### src/rtl/attention_pkg.sv
// Shared definitions for the attention feeder: default tile geometry and the
// feeder control state encoding.
package attention_pkg;

   localparam int DEF_DATA_WIDTH = 16;
   localparam int DEF_K_TILE     = 16;

   typedef enum logic [1:0] {
      IDLE,
      START,
      STREAM,
      WAIT_OUT
   } feeder_state_e;

endpackage

### src/rtl/attention_tile_buf.sv
// Tile storage: one write port, one combinational read port, each entry holds
// a packed {q, k, v} triple. Storage is not cleared by reset.
module attention_tile_buf
   import attention_pkg::*;
#(
   parameter int DATA_WIDTH = DEF_DATA_WIDTH,
   parameter int K_TILE     = DEF_K_TILE,
   localparam int AW        = $clog2(K_TILE),
   localparam int EW        = 3 * DATA_WIDTH
) (
   input  logic          clk,
   input  logic          wr_en,
   input  logic [AW-1:0] wr_addr,
   input  logic [EW-1:0] wr_data,
   input  logic [AW-1:0] rd_addr,
   output logic [EW-1:0] rd_data
);

   logic [EW-1:0] mem [K_TILE];

   always_ff @(posedge clk) begin
      if (wr_en) mem[wr_addr] <= wr_data;
   end

   assign rd_data = mem[rd_addr];

endmodule

### src/rtl/attention_feeder.sv
// Streams one host-loaded q/k/v tile into an attention core, one beat per
// handshake, then captures the single core result.
module attention_feeder
   import attention_pkg::*;
#(
   parameter int DATA_WIDTH = DEF_DATA_WIDTH,
   parameter int K_TILE     = DEF_K_TILE,
   localparam int AW        = $clog2(K_TILE)
) (
   input  logic                  clk,
   input  logic                  rst,
   input  logic                  wr_en,
   input  logic [AW-1:0]         wr_addr,
   input  logic [DATA_WIDTH-1:0] wr_q,
   input  logic [DATA_WIDTH-1:0] wr_k,
   input  logic [DATA_WIDTH-1:0] wr_v,
   input  logic                  start,
   output logic                  busy,
   output logic                  done,
   output logic                  wr_err,
   output logic [DATA_WIDTH-1:0] result,
   output logic                  core_start,
   output logic                  core_in_valid,
   input  logic                  core_in_ready,
   output logic [DATA_WIDTH-1:0] core_q,
   output logic [DATA_WIDTH-1:0] core_k,
   output logic [DATA_WIDTH-1:0] core_v,
   input  logic                  core_out_valid,
   output logic                  core_out_ready,
   input  logic [DATA_WIDTH-1:0] core_out_data
);

   feeder_state_e             state, state_n;
   logic [AW-1:0]             rd_ptr;
   logic [3*DATA_WIDTH-1:0]   rd_data;
   logic                      accept, fire, last, capture;

   assign accept  = (state == IDLE) && start;
   assign fire    = (state == STREAM) && core_in_ready;
   assign last    = (rd_ptr == AW'(K_TILE - 1));
   assign capture = (state == WAIT_OUT) && core_out_valid;

   // Host writes only land while idle; writes during a run are dropped.
   attention_tile_buf #(
      .DATA_WIDTH (DATA_WIDTH),
      .K_TILE     (K_TILE)
   ) u_buf (
      .clk     (clk),
      .wr_en   (wr_en && !busy),
      .wr_addr (wr_addr),
      .wr_data ({wr_q, wr_k, wr_v}),
      .rd_addr (rd_ptr),
      .rd_data (rd_data)
   );

   assign core_q = rd_data[3*DATA_WIDTH-1:2*DATA_WIDTH];
   assign core_k = rd_data[2*DATA_WIDTH-1:DATA_WIDTH];
   assign core_v = rd_data[DATA_WIDTH-1:0];

   assign core_in_valid  = (state == STREAM);
   assign core_out_ready = (state == WAIT_OUT);

   always_comb begin
      state_n = state;
      unique case (state)
         IDLE:     if (start)          state_n = START;
         START:                        state_n = STREAM;
         STREAM:   if (fire && last)   state_n = WAIT_OUT;
         WAIT_OUT: if (core_out_valid) state_n = IDLE;
         default:                      state_n = IDLE;
      endcase
   end

   always_ff @(posedge clk) begin
      if (rst) begin
         state      <= IDLE;
         rd_ptr     <= '0;
         busy       <= 1'b0;
         done       <= 1'b0;
         wr_err     <= 1'b0;
         result     <= '0;
         core_start <= 1'b0;
      end else begin
         state      <= state_n;
         core_start <= (state_n == START);
         done       <= capture;
         wr_err     <= wr_en && busy;
         if (accept)       busy <= 1'b1;
         else if (capture) busy <= 1'b0;
         // Pointer parks on the last entry rather than wrapping.
         if (accept)              rd_ptr <= '0;
         else if (fire && !last)  rd_ptr <= rd_ptr + 1'b1;
         if (capture) result <= core_out_data;
      end
   end

endmodule

### config.mk
export PLATFORM = sky130hd
export DESIGN_NAME = attention_feeder
export DESIGN_NICKNAME = d
export VERILOG_FILES = /design/src/rtl/attention_pkg.sv /design/src/rtl/attention_tile_buf.sv /design/src/rtl/attention_feeder.sv
export SDC_FILE = /design/constraint.sdc
export NUM_CORES = 1
export LEC_CHECK = 0
export BUFFER_PORTS_ARGS = -buffer_cell sky130_fd_sc_hd__buf_2
export CAP_MARGIN = 10
export CORE_MARGIN = 4
export CORE_UTILIZATION = 45
export CTS_CLUSTER_SIZE = 30
export DETAILED_ROUTE_END_ITERATION = 6
export PLACE_DENSITY = 0.62
export SLEW_MARGIN = 5
export SYNTH_ARGS = -nofsm -noshare
export SYNTH_HDL_FRONTEND = slang
export SYNTH_SLANG_ARGS = --single-unit
### constraint.sdc
create_clock -name clk -period 6.2 [get_ports clk]
set_input_delay 0.62 -clock clk [delete_from_list [all_inputs] [get_ports clk]]
set_output_delay 0.62 -clock clk [all_outputs]
set_load 0.05 [all_outputs]
Yosys cells after proc, flatten, opt, wreduce, memory -nomap -nowiden
Memories as Yosys holds them, arrays and structs flattened. A register that Yosys moved wholly into a read port is not among the register bits. Index checks and enable logic that the tools add are counted.

Register bits: 26. Bits in latches: 0. RAM bits: 768. Memory bits (read-only): 0. Bits of input ports: 74. Output and inout bits: 70. Word-level logic and storage cells: 36. Memories kept: 1.

Memories: u_buf.mem (depth 16, width 48, read ports 1, clocked after Yosys merged registers in 1, wr ports 1, RTL line attention_tile_buf.sv:19) `logic [EW-1:0] mem [K_TILE];`.

Add/sub/neg operators: 1. $mul: 0. Div/mod/pow operators: 0. Order comparisons: 0. Equality and inequality tests: 5. Shift-type cells: 0. Mux-type cells: 10. Bitwise operators: 0. Reductions and logical operators: 12.

Operators with widths (number): $mux 4 (2); $pmux 2 s4 (1); $logic_and 1x1->1 (7); $mux 2 (3); $add 4x1->4 const B (1); $eq 2x1->1 const B (2); $eq 2x2->1 const B (2); $eq 4x4->1 const B (1); $mux 1 (4); $logic_not 1->1 (2); $logic_not 2->1 (1); $reduce_bool 2->1 (1); $reduce_or 2->1 (1).

Logic depth before layout (Yosys ltp)
Gate-level depths: netlist of the first run.

Word-level depth: 6. Gate-level depth with buffers: 6. Mapped depth without buffers: 4.

Modules after synthesis
From an unflattened synthesis of the first run, not the netlist that was laid out.

Cells, all modules: 1307. Area, all modules: 29709.7 sq um.

Modules (own cells, without submodules): attention_tile_buf (instances 1, cells each 1194, area each 28733.8 sq um, seq. area each 23062.1 sq um); attention_feeder (instances 1, cells each 113, area each 975.9 sq um, seq. area each 520.5 sq um).

Worst setup path before layout of the first run
No wires, ideal clock.

Kind: input port to flip-flop. Start: input port wr_addr[3]. End: memory u_buf.mem[0][0] in the netlist's numbering, enable pin. Setup time: 0.513 ns. Arrival: 4.261 ns. Data required time: 5.687 ns. Setup slack: 1.426 ns. Stages: 3. Buffers on the path: 0. Cell sequence: nor3b_1 > nand2b_1 > nor3_1.

RTL lines: from (decl) (RTL line attention_feeder.sv:13) `input logic [AW-1:0] wr_addr,`; to (decl) (RTL line attention_tile_buf.sv:19).

Straight into the memory's write port.

==> metrics.csv, run 1 <==
metric;value;unit
DR pass1 iterations;5;
Seq cells post-synth;798;
status;finished, final reports clean;
slew margin rel.;0.203;
H-tree levels;3;
post-cts hold buffer count;0;
worst stage delay on the critical path;0.98;ns
GPL Wtd Cong;0.703;
Final setup viols;0;
Vias per Instance;5.81;
Fin Setup TNS;0;ns
most frequent cells in the layout;768 x edfxtp_1, 192 x mux4_2, 143 x buf_2, 96 x a22oi_1, 84 x nand2_1;
WHS;0.243;ns
Starting Density;0.454;
kind of cell adding the most delay to the critical path;flip-flops;
RSZ-0062 raised after global routing;false;
MaxCap Viol Count;0;
skew final;0.0153;ns
drt wl/cell;27.0;um
commonest non-fill, non-tap cell in the layout;edfxtp_1;
GRT Total Usage;0.188;
final hold vios;0;
hold depth;3;
Startpoint Class;register;
crit path max-delay cell type;dfxtp_4;
Worst Path Max Fanout;64;
# IOs;144;
Setup CP Type;reg2out;
Die Area;70300;um^2
Final nets;1570;
Crit. End Element;output port;
Area Overhead vs Synth;14.7;%
Reg2Reg Depth;3;
Final ANT Viol Nets;0;
TritonCTS buffer count;80;
worst r2r dst;u_buf.mem[9][5]$_DFFE_PP_;
DR vias;14100;
first-iteration detailed-routing DRC count;1420;
post-cts resize count;0;
Reg clk slew, reported paths;0.06;ns
CTS tree;done;
crit path buf inv count;2;
Post-CTS Setup Bufs;0;
Clock Path Buffers;3;
register area share after synthesis;0.795;
final period utilization;0.631;
GR Overflow Total;0;
core area;65600;um^2
Cell Rows;94;
dpl hpwl;30100;um
Req. time, crit path;5.58;ns
pin count of the biggest net entering global routing;87;
layout cells sized above 1;0.319;
FILL cells;5171;
Hold/Removal Path Class;in2reg;
Period minus WS final;3.91;ns
worst skew pair latency;0.61;ns
multi-input logic area;5900;um^2
die width;265;um
clk root buf;clkbuf_16;
mean post-synth cell area;22.7;um^2
CTS sink cnt;798;
fin util;0.520;
CP cell instances;buf_4 -> mux4_2 -> a22oi_1 -> nand2_1 -> buf_2;
r2r setup slk;3.35;ns
IO buf count;143;
Max VDD drop;0.000201;V
first-pass GRT wire length;97600;um
Slew @ Worst Pin;1.19;ns
DIE HEIGHT;265;um
Reg area;23700;um^2
worst r2r src;busy$_SDFFE_PP0P_;
FMAX;0.256;GHz
max-slew violations;0;
power per cell area;320;nW/um^2
Syn Nets;1387;
initial antenna violation count;6;
vias in the first global route;14900;
CP Data Arrival Time;3.29;ns
yosys warns;0;
post-synthesis cell count;1312;
Netlist cell types;31;
synthesized area;29800;um^2
Leak;0.0106;uW
Hold Path Sink;result[10]$_SDFFE_PP0P_;
wirelength, routed;65500;um
HP Start;core_out_data[10];
Remaining DRCs;0;
## synth_stat cells
| master | instances | share of area |
|---|---|---|
| o31ai_1 | 1 | 0.00025 |
| buf_2 | 5 | 0.00084 |
| and3b_1 | 1 | 0.00029 |
| a21oi_1 | 21 | 0.0035 |
| buf_4 | 18 | 0.0045 |
| and2_1 | 2 | 0.00042 |
| nor2_1 | 16 | 0.0020 |
| a31oi_1 | 1 | 0.00021 |
| nand2_1 | 84 | 0.011 |
| inv_1 | 1 | 0.00013 |
| a22oi_1 | 96 | 0.024 |
| o21ai_0 | 2 | 0.00034 |
| and4b_1 | 1 | 0.00034 |
| nand4bb_1 | 1 | 0.00038 |
| or3b_2 | 1 | 0.00029 |
| nand3_1 | 2 | 0.00034 |
| nand2b_1 | 4 | 0.00084 |
| nor3b_1 | 1 | 0.00025 |
| nand4b_1 | 1 | 0.00029 |
| clkbuf_1 | 29 | 0.0037 |
| dfxtp_1 | 30 | 0.020 |
| ha_1 | 1 | 0.00042 |
| nand3b_1 | 2 | 0.00050 |
| a31o_2 | 1 | 0.00029 |
| nor2b_1 | 3 | 0.00063 |
| nor3_1 | 6 | 0.0010 |
| edfxtp_1 | 768 | 0.77 |
| mux4_2 | 192 | 0.15 |
| buf_1 | 16 | 0.0020 |
| and3_1 | 3 | 0.00063 |
| or3_1 | 2 | 0.00042 |
## kinds of logic after synthesis
family / after synthesis / share of synthesized area
AOI/OAI and AO/OA: 122 / 0.0288
buffers and inverters: 69 / 0.0112
adders and majority gates: 1 / 0.000420
muxes: 192 / 0.145
and+or+nand+nor: 130 / 0.0193
DFF: 798 / 0.795
## state kept, by name (all words and copies together) (netlist names), named ones only
name	cells
u_buf.mem	768
result	16
rd_ptr	4
state	2
busy	1
core_start	1
done	1
wr_err	1
## final cells by class
| class | count | area share |
|---|---|---|
| flip-flops and latches | 798 | 0.694 |
| multi-input cells | 445 | 0.173 |
| clock buffers | 102 | 0.0635 |
| well taps | 864 | 0.0317 |
| repair buffers | 169 | 0.0278 |
| clock inverters | 42 | 0.0101 |
| diodes | 3 | 0.000220 |
| inverters | 1 | 0.000110 |
## power breakdown
group          internal, uW  total, uW  switching, uW
logic                  94.1        304            210
clock network          2680       4620           1940
registers              5970       5990           16.0
total                  8750      10900           2170
## worst max-delay path by stage
| stage | slack, ns | from | endpoint | depth (start not counted) |
|---|---|---|---|---|
| finish | 2.29 | register | core_k[7] | 5 |
| detailed placement | 2.84 | register | core_k[7] | 5 |
| global placement | 2.80 | register | core_k[7] | 5 |
| floorplan | 1.43 | wr_addr[3] | u_buf.mem[0][0]$_DFFE_PP_ | 3 |
| CTS | 2.17 | register | core_k[7] | 5 |
| global route | 2.10 | register | core_k[6] | 5 |
## layer usage
metal | vias up | part of all wire | GRT usage
li1 | 5943 | - | -
met1 | 7577 | 0.43 | 0.270
met2 | 451 | 0.49 | 0.301
met3 | 98 | 0.067 | 0.0402
met4 | 8 | 0.017 | 0.0471
met5 | - | 0.00056 | 0
## per-stage QoR
| step | setup WS (ns) | instances | power, uW | instance area [um^2] |
|---|---|---|---|---|
| floorplan | 1.43 | 1312 | 6260 | 29800 |
| global placement | 2.80 | 2277 | 6400 | 31600 |
| detailed placement | 2.84 | 2277 | 6410 | 31600 |
| CTS | 2.17 | 2421 | 11000 | 34100 |
| global route | 2.10 | 2421 | 11300 | 34100 |
| finish | 2.29 | 2424 | 10900 | 34100 |
## tightest hold or removal path, cell delays in order
cell,delay [ns]
buf_2,0.09
nand2_1,0.04
a21oi_1,0.05
Note: power is estimated with default switching activity, not from simulation.
==> inputs of run 2 (changes only) <==
- ABC_AREA: not set -> 1
- PLACE_DENSITY: 0.62 -> 0.61
- clock period: 6.2 -> 3.9 ns (I/O delays scaled with it)
==> run 2 against run 1 <==
Worst hold slack lost 0.20 ns. Clock power grew 68%. Synthesized area is 14% higher. Non-clock buffer count increased by 35. Design area up 13%. Count of clock-buffer cells in the layout decreased by 5. Largest power group unchanged.
==> metrics.csv, run 2 <==
metric;value;unit
status;finished, final reports clean;
Seq cells post-synth;798;
combinational power share;0.042;
synthesized area;34000;um^2
Final ANT Viol Nets;0;
skew final;0.0127;ns
DIE HEIGHT;283;um
top flip-flop cell by instance count after synthesis;edfxtp_1;
slew margin rel.;0.121;
FMAX;0.293;GHz
Post-CTS Setup Bufs;0;
fin util;0.516;
largest registers;u_buf.mem (768), result (16), rd_ptr (4);
Fin Setup TNS;0;ns
worst skew pair latency;0.63;ns
layout cells sized above 1;0.0962;
wirelength, routed;82100;um
Final nets;3457;
yosys warns;0;
Slew @ Worst Pin;1.32;ns
number of enable flip-flop cells after synthesis;768;
Worst Path Max Fanout;192;
Clock Path Buffers;3;
DR pass1 iterations;6;
most frequent cells in the layout;1059 x nand2_1, 768 x edfxtp_1, 591 x inv_1, 580 x nand3_1, 143 x buf_2;
Netlist cell types;20;
IO buf count;143;
Req. time, crit path;3.51;ns
Setup CP Type;reg2out;
CP Data Arrival Time;3.02;ns
final period utilization;0.874;
Syn Nets;3328;
fin cells;4422;
top-count cell post-synth;nand2_1;
vias in the first global route;21400;
switch share;0.216;
Vias per Instance;4.99;
combinational family with the most area after synthesis;simple AND/OR/NAND/NOR gates;
Die Area;80000;um^2
most area-hungry cell type in the Yosys netlist;edfxtp_1;
FILL cells;6415;
Area Overhead vs Synth;13.5;%
post-synthesis adder-cell area fraction;0.000368;
Leak;0.0163;uW
RSZ-0062 raised after global routing;false;
Period minus WS final;3.41;ns
dominant cells by area after synthesis;edfxtp_1 68%, nand2_1 12%, nand3_1 8.5%;
Crit. End Element;output port;
core area;74700;um^2
commonest non-fill, non-tap cell in the layout;nand2_1;
worst r2r src;busy$_SDFFE_PP0P_;
H-tree levels;3;
TritonCTS buffer count;85;
simple-gate share of the synthesized area;0.206;
Synth Area in Compound Gates;0.00398;
die width;283;um
initial antenna violation count;5;
final hold vios;0;
drt wl/cell;18.6;um
clock share of power;0.430;
P_int;14100;uW
share of the synthesized area in the top cell type;0.679;
Final Cell Area;38600;um^2
GRT Total Usage;0.206;
Max VDD drop;0.000366;V
Cell Rows;100;
post-synthesis cell count;3253;
register with the most flip-flops;u_buf.mem;
Seq pwr share;0.528;
pin count of the biggest net entering global routing;200;
pre-CTS WS;1.29;ns
Cell Area, Placed;35700;um^2
switching power;3890;uW
register area share after synthesis;0.696;
power per cell area;467;nW/um^2
Hold/Removal Path Class;in2reg;
first-pass GRT wire length;126000;um
Remaining DRCs;0;
DR vias;22100;
CTS tree;done;
share of flip-flops with an asynchronous set or reset;0;
GPL Wtd Cong;0.736;
Final setup viols;0;
dpl hpwl;40400;um
max-slew violations;0;
mean post-synth cell area;10.4;um^2
HP Start;core_out_data[14];
Post-synth top cells;1059 x nand2_1, 768 x edfxtp_1, 593 x inv_1;
hold depth;3;
Starting Density;0.455;
first-iteration detailed-routing DRC count;2246;
placed instance count;4248;
multiplexer area fraction after synthesis;0;
CTS sink cnt;798;
# IOs;144;
MaxCap Viol Count;0;
clk root buf;clkbuf_16;
final setup margin;0.491;ns
Synth Area in XOR/XNOR;0.000258;
Startpoint Class;register;
max reg flops;768;
GR Overflow Total;0;
Reg clk slew, reported paths;0.06;ns
Reg2Reg Depth;4;
==> run 2: timing repair <==
item                      4_1_cts  5_1_grt
hold buffers                   16        0
gates resized for setup         0        0
hold endpoints to repair       16        0
==> run 2: area by class of cell <==
| class | instances | area [um^2] | share of cell area |
|---|---|---|---|
| Antenna cell | 2 | 5.00 | 0.000130 |
| Clock buffer | 97 | 2190 | 0.0569 |
| Clock inverter | 59 | 493 | 0.0128 |
| Inverter | 596 | 2260 | 0.0586 |
| Multi-Input combinational cell | 1697 | 7270 | 0.188 |
| Sequential cell | 798 | 23700 | 0.614 |
| Tap cell | 969 | 1210 | 0.0314 |
| Timing Repair Buffer | 204 | 1450 | 0.0376 |
==> run 2: kinds of logic (layout without fill, tap and decap cells) <==
| kind of cell | count (synthesis) | in the layout |
|---|---|---|
| AO/OA/AOI/OAI | 27 | 27 |
| XOR/XNOR | 1 | 1 |
| adder cells (fa/ha/maj) | 1 | 1 |
| buffers and inverters | 758 | 956 |
| flip-flops | 798 | 798 |
| other | 0 | 2 |
| AND/OR/NAND/NOR | 1668 | 1668 |
==> run 2: critical path, stage by stage, from the launching register on <==
cell and delay [ns]:
dfxtp_4 0.39, buf_12 0.60, nand3_1 0.23, nand3_1 0.16, nand3_1 0.09, nand2_1 0.19, buf_2 0.30
==> run 2: worst paths after layout <==
path                                                     to  slack [ns]
worst min-delay path                result[14]$_SDFFE_PP0P_        0.04
worst max-delay path                              core_k[0]        0.49
worst min register to register      result[13]$_SDFFE_PP0P_        0.46
worst max register to register  u_buf.mem[14][35]$_DFFE_PP_        1.55
==> run 2: layer usage <==
metal,track usage,up-vias,share of wire
met4,0.0574,6,0.021
met3,0.0331,117,0.069
li1,-,10800,-
met1,0.283,10500,0.43
met5,0,-,0.00057
met2,0.345,675,0.48
==> run 2: power groups by stage <==
stage	Clock, uW	Sequential [uW]	Combinational, uW
2_1_floorplan	0	9710	427
3_3_place_gp	0	9690	748
3_5_place_dp	0	9690	753
4_1_cts	7920	9510	768
5_1_grt	8290	9510	839
6_report	7740	9510	760
==> run 2: stage by stage <==
step,hold WS (ns),power [uW]
2_1_floorplan,0.448,10100
3_3_place_gp,0.445,10400
3_5_place_dp,0.453,10400
4_1_cts,0.00209,18200
5_1_grt,0.0335,18600
6_report,0.0410,18000
==> inputs of run 3 (changes only) <==
- SYNTH_HIERARCHICAL: not set -> 1
==> run 3 against run 2 <==
Global-route usage decreased by 0.47 points. Largest cell class unchanged. Core utilization shrank 0.28 points. Synthesized area is 0.31% higher. Critical endpoint is now core_v[1]. Sequential share of layout area rose by 0.12 points. Design area down 0.54%.
==> metrics.csv, run 3 <==
metric;value;unit
Worst Path Max Fanout;116;
Final setup viols;0;
Cell Rows;100;
Post-synth top cells;1046 x nand2_1, 768 x edfxtp_1, 590 x inv_1;
dpl hpwl;42400;um
number of enable flip-flop cells after synthesis;768;
Final nets;3456;
CTS tree;done;
cell mode on critical path;nand3_1;
Syn Nets;3323;
clk root buf;clkbuf_16;
mean post-synth cell area;10.5;um^2
switch share;0.215;
Fin Setup TNS;0;ns
Vias per Instance;5.05;
Period minus WS final;3.63;ns
Clock Path Buffers;3;
power per cell area;455;nW/um^2
Reg clk slew, reported paths;0.06;ns
register with the most flip-flops;u_buf/mem;
first-iteration detailed-routing DRC count;2007;
top-count cell post-synth;nand2_1;
TritonCTS buffer count;85;
crit path max-delay cell type;dfxtp_4;
combinational power share;0.035;
Final Power;17500;uW
CP cell instances;clkinv_8 -> buf_12 -> nand2_1 -> nand3_1 -> nand3_1 -> nand3_1 -> nand2_1 -> buf_2;
Startpoint Class;register;
Final ANT Viol Nets;0;
CP Data Arrival Time;3.24;ns
Post-CTS Setup Bufs;0;
Area Overhead vs Synth;12.5;%
status;finished, final reports clean;
DIE HEIGHT;283;um
GPL Wtd Cong;0.743;
yosys warns;6;
FMAX;0.276;GHz
pin count of the biggest net entering global routing;178;
Crit. End Element;output port;
FILL cells;6541;
Slew @ Worst Pin;0.996;ns
CTS sink cnt;794;
Req. time, crit path;3.51;ns
post-synthesis cell count;3248;
max reg flops;768;
H-tree levels;3;
top flip-flop cell by instance count after synthesis;edfxtp_1;
Reg area;23600;um^2
final period utilization;0.930;
core area;74700;um^2
first-pass GRT wire length;126000;um
Remaining DRCs;0;
drt wl/cell;18.7;um
most frequent cells in the layout;1046 x nand2_1, 768 x edfxtp_1, 588 x inv_1, 579 x nand3_1, 143 x buf_2;
kind of cell adding the most delay to the critical path;buffers and inverters;
# IOs;144;
switching power;3750;uW
initial antenna violation count;2;
GRT Total Usage;0.202;
RSZ-0062 raised after global routing;false;
P_int;13700;uW
Netlist cell types;24;
Max VDD drop;0.000281;V
dominant cells by area after synthesis;edfxtp_1 68%, nand2_1 12%, nand3_1 8.5%;
Final Cell Area;38400;um^2
clock share of power;0.422;
DR vias;22300;
slew margin rel.;0.336;
layout cells sized above 1;0.100;
share of the synthesized area in the top cell type;0.677;
GR Overflow Total;0;
WHS;0.0614;ns
most area-hungry cell type in the Yosys netlist;edfxtp_1;
vias in the first global route;21500;
MaxCap Viol Count;0;
Setup CP Type;reg2out;
Seq cells post-synth;794;
worst stage delay on the critical path;0.71;ns
wirelength, routed;82500;um
share of flip-flops with an asynchronous set or reset;0;
Die Area;80200;um^2
commonest non-fill, non-tap cell in the layout;nand2_1;
worst skew pair latency;0.63;ns
DR pass1 iterations;6;
IO buf count;143;
Cell Area, Placed;35700;um^2
skew final;0.0125;ns
post-cts resize count;0;
die width;283;um
Leak;0.0162;uW
Seq pwr share;0.543;
register area share after synthesis;0.692;
final hold vios;0;
max-slew violations;0;
synthesized area;34100;um^2
multi-input logic area;7350;um^2
crit path buf inv count;3;
Hold/Removal Path Class;in2reg;
largest registers;u_buf/mem (768), result (16), rd_ptr (4);
Starting Density;0.456;
[run 3: cell types whose count changed in the layout (fill, tap and decap cells not counted), moves of 2 or more]
cell       delta
nand2_1      -13
a21oi_1      -17
buf_12        -4
inv_1         -3
nor2_2        +8
nand3b_1      +2
buf_4         +6
clkbuf_1      +9
dfxtp_1       -4
bufinv_16     -5
clkinv_1      -9
o21ai_0       +8
nor2_1        +7
a21oi_2       +7
[run 3: path summary, 6_finish.rpt]
check	start	endpoint	slack, ns	cells past startpoint
min	start	core_start$_SDFF_PP0_	0.06	3
max	rd_ptr[0]$_SDFFE_PP0P_	core_v[1]	0.27	8
max reg2reg	busy$_SDFFE_PP0P_	u_buf/mem[11][28]$_DFFE_PP_	1.37	4
min reg2reg	result[3]$_SDFFE_PP0P_	result[3]$_SDFFE_PP0P_	0.47	2
[run 3: logic make-up after synthesis]
logic type / after synthesis / synth area share
adder cells (fa/ha/maj): 1 / 0.000367
XOR/XNOR: 1 / 0.000257
AO/OA/AOI/OAI: 25 / 0.00444
AND/OR/NAND/NOR: 1673 / 0.207
buffers and inverters: 754 / 0.0959
flip-flops: 794 / 0.692
[run 3: worst register-to-register path, stage by stage (launching register included)]
cell      delay, ns
dfxtp_1        0.34
nor2_1         0.25
nand3b_1       0.41
nor2_4         0.82
buf_4          0.39
[run 3: area by class of cell]
type | count | share of cell area
flip-flops and latches | 794 | 0.615
multi-input cells | 1700 | 0.192
inverters | 593 | 0.0587
clock buffers | 106 | 0.0578
repair buffers | 207 | 0.0372
well taps | 969 | 0.0316
clock inverters | 46 | 0.00789
diodes | 1 | 0.0000652
[run 3: repair_timing]
action                                  CTS  global route
hold buffers                             17             0
hold endpoints to repair                 17             0
endpoints found under the setup margin    0             0
[run 3: power groups by stage]
stage | Combinational, uW | Clock, uW | Sequential, uW
floorplan | 330 | 0 | 9670
global placement | 602 | 0 | 9650
detailed placement | 609 | 0 | 9650
CTS | 624 | 7500 | 9480
global route | 685 | 7870 | 9480
finish | 617 | 7370 | 9480
[run 3: metal layers]
layer	GRT usage	wire length, um	vias to the layer above
met2	0.328	38300	685
li1	-	-	10800
met1	0.284	37300	10700
met3	0.0333	5300	102
met4	0.0534	1480	2
met5	0	13	-
[run 3: through the flow]
| stage | setup WS [ns] | std cells | util |
|---|---|---|---|
| 6_report | 0.274 | 4416 | 0.513 |
| 5_1_grt | 0.0749 | 4415 | 0.513 |
| 4_1_cts | 0.246 | 4415 | 0.513 |
| 3_5_place_dp | 0.948 | 4246 | 0.477 |
| 3_3_place_gp | 0.930 | 4246 | 0.477 |
| 2_1_floorplan | 0.514 | 3248 | - |
